$ cat config.mk
export PLATFORM = sky130hd
export DESIGN_NAME = payload_len_pred
export DESIGN_NICKNAME = d
export VERILOG_FILES = /design/src/rtl/eth_len_pkg.sv /design/src/rtl/payload_len_pred.sv
export SDC_FILE = /design/constraint.sdc
export NUM_CORES = 1
export LEC_CHECK = 0
export CORE_AREA = 3 3 40 42
export DETAILED_ROUTE_END_ITERATION = 7
export DIE_AREA = 0 0 43 45
export PLACE_DENSITY = 0.72
export SYNTH_ARGS = -nofsm -noshare
export SYNTH_HDL_FRONTEND = slang
export SYNTH_SLANG_ARGS = --single-unit
$ cat constraint.sdc
create_clock -name vclk -period 4.02
set_clock_uncertainty 0.05 [all_clocks]
set_input_delay 0.603 -clock vclk [all_inputs]
set_output_delay 0.603 -clock vclk [all_outputs]
set_load 0.02 [all_outputs]
$ cat src/rtl/eth_len_pkg.sv
// Shared constants and FSM state type for the Ethernet payload-length splitter/checker pair.
package eth_len_pkg;

  localparam int DEF_LEN_W        = 16;
  localparam int DEF_MAX_PAYLOAD  = 1500;
  localparam int DEF_SPLIT_THRESH = 1600;
  localparam int DEF_FCNT_W       = 8;

  typedef enum logic [1:0] {
    ST_IDLE = 2'd0,
    ST_RUN  = 2'd1,
    ST_DONE = 2'd2
  } state_t;

endpackage

$ cat src/rtl/payload_len_pred.sv
// Predicts the next frame's payload length from the bytes still outstanding.
// Pure combinational, so the TX splitter can reuse it and stay in lock-step.
module payload_len_pred
  import eth_len_pkg::*;
#(
  parameter int LEN_W        = DEF_LEN_W,
  parameter int MAX_PAYLOAD  = DEF_MAX_PAYLOAD,
  parameter int SPLIT_THRESH = DEF_SPLIT_THRESH
) (
  input  logic [LEN_W-1:0] i_remain,
  output logic [LEN_W-1:0] o_expected_len
);

  localparam logic [LEN_W-1:0] MAX_L = LEN_W'(MAX_PAYLOAD);
  localparam logic [LEN_W-1:0] THR_L = LEN_W'(SPLIT_THRESH);

  // Between MAX_PAYLOAD and SPLIT_THRESH the tail is halved so neither of the
  // last two frames ends up runt-sized.
  // NOTE: every branch assigns o_expected_len, so no latch is inferred.
  always_comb begin
    if (i_remain > THR_L) begin
      o_expected_len = MAX_L;
    end else if (i_remain > MAX_L) begin
      o_expected_len = i_remain >> 1;
    end else begin
      o_expected_len = i_remain;
    end
  end

endmodule

==> reports/qor.csv <==
stage;metric;value;unit
run_status;status;complete, no violations;
place;RePlAce Congestion;0.803;
floorplan;Die H;45;um
synth;Yosys cell types;23;
timing;crit path time final;3.65;ns
grt;initial antenna violation count;0;
timing;setup tns final;0;ns
routing;via/cell ratio;4.93;
synth;post-synthesis cell count;50;
place;Port Buffers;27;
setup_path;Startpoint Class;input port;
floorplan;die area;1940;um^2
routing;via count;444;
power_and_ir_drop;total chip power;0.0374;mW
power_and_ir_drop;leakage power;0.201;nW
setup_path;worst path required time;3.37;ns
routing;DRT iter0 DRCs;2;
cells_and_area;layout cells sized above 1;0.0400;
worst_hold_path;class of the worst hold path;input port to primary output;
setup_path;Crit Path Category;input port to primary output;
cells_and_area;flip-flop and latch count;0;
power_and_ir_drop;worst vdd ir;0.0235;mV
floorplan;# rows;13;
flow_run;Max Cap Viol;0;
routing;post-route ant nets;0;
synth;Seq/Total Area, Yosys;0;
routing;Pre-antenna DRT Iters;4;
synth;area share of the largest cell type after synthesis;0.126;
routing;WL/cell;11.3;um
cells_and_area;multi-input logic area;245;um^2
clock_tree;post-cts sizing count;0;
floorplan;Die W;43;um
routing;drt total wl;1.02;mm
grt;vias in the first global route;387;
timing;Max Slew Vio Count;0;
cells_and_area;Clock Buffer Count;0;
synth;biggest area consumer among synthesized cells;buf_4;
grt;largest net degree at the start of global routing;11;
setup_path;Crit. End Element;primary output;
floorplan;Initial Util;0.232;
timing;final hold viol count;0;
grt;GRT Overall Usage;0.0995;
synth;Netlist Area Pre-Place;298;um^2
cells_and_area;fillers;156;
timing;Final Cycle Share;0.909;
cells_and_area;most frequent cells in the layout;clkdlybuf4s50_1 (27), inv_1 (5), conb_1 (5);
clock_tree;# hold bufs at CTS;0;
cells_and_area;most common cell after layout, fill and taps aside;clkdlybuf4s50_1;
synth;synth warn;0;
grt;grt total ovfl;0;
cells_and_area;ant diodes;0;
cells_and_area;Nets;93;
setup_path;Arr. time, crit path;3.00;ns
place;HPWL after DPL;844;um
timing;endpoints failing setup;0;
floorplan;core area;1280;um^2
floorplan;io pins;32;
routing;DRC;0;
grt;first-pass GRT wire length;1.59;mm
setup_path;CP max FO;10;
clock_tree;post-CTS setup buffers;0;
synth;mean post-synth cell area;5.96;um^2
cells_and_area;register area;0;um^2
power_and_ir_drop;pwr dens;67.6;nW/um^2
timing;RSZ-0062 raised after global routing;no;
cells_and_area;Area Overhead vs Synth;85.7;%
timing;Achievable Freq;0.274;GHz
synth;synth top area cells;buf_4 (13%), a21oi_1 (6.7%), nor3_1 (6.7%);
worst max-delay path, cell delays in order:
cell and delay, ns:
clkdlybuf4s50_1 0.56, nor4bb_1 0.23, nand3_1 0.15, or3_4 0.44, and2_4 0.21, a31oi_1 0.19, clkdlybuf4s50_1 0.63
Yosys cell counts (all sizes together):
library cell,instances
conb,1
o21ai,4
o21bai,2
nor4bb,1
nor2,4
or3,2
nand3,3
o21a,1
a31oi,3
inv,5
and2,1
nand3b,1
a211oi,1
nor4,1
nand4,3
nand2,2
a21oi,4
buf,6
o211ai,1
nor3,4
layout make-up:
class | instances | area share
inverters | 5 | 0.0339
multi-input cells | 43 | 0.443
well taps | 15 | 0.0339
repair buffers | 27 | 0.489
per-layer routing:
layer,part of all wire,vias up,global-route usage
met4,0,0,0
met1,0.48,190,0.152
met5,0,-,0
met2,0.43,27,0.165
li1,-,227,-
met3,0.093,0,0.00398
where the power goes:
group	total, mW	leakage (nW)	internal [mW]	switching (mW)
Combinational	0.0374	0.201	0.0197	0.0177
Clock	0	0	0	0
Sequential	0	0	0	0
per-stage QoR:
stage	worst slack (ns)	util	hold slack [ns]	instance area, um^2	cells
after detailed placement	0.378	0.430	2.24	553	90
after floorplan	1.27	-	1.33	313	54
after global placement	0.377	0.430	2.23	553	90
after global routing	0.216	0.430	2.28	553	90
after CTS	0.361	0.430	2.24	553	90
final	0.366	0.430	2.23	553	90
logic make-up (layout without fill, tap and decap cells):
kind of cell | Yosys count | count (layout) | share of synthesized area
AOI/OAI and AO/OA | 16 | 16 | 0.336
buffers and inverters | 11 | 32 | 0.227
other | 1 | 5 | 0.0126
and+or+nand+nor | 22 | 22 | 0.424
worst paths after layout:
| path | cells after the start | slack (ns) | from | endpoint |
|---|---|---|---|---|
| max | 7 | 0.37 | i_remain[10] | o_expected_len[6] |
| min | 4 | 2.23 | i_remain[0] | o_expected_len[0] |
(Power assumes the default switching activity.)
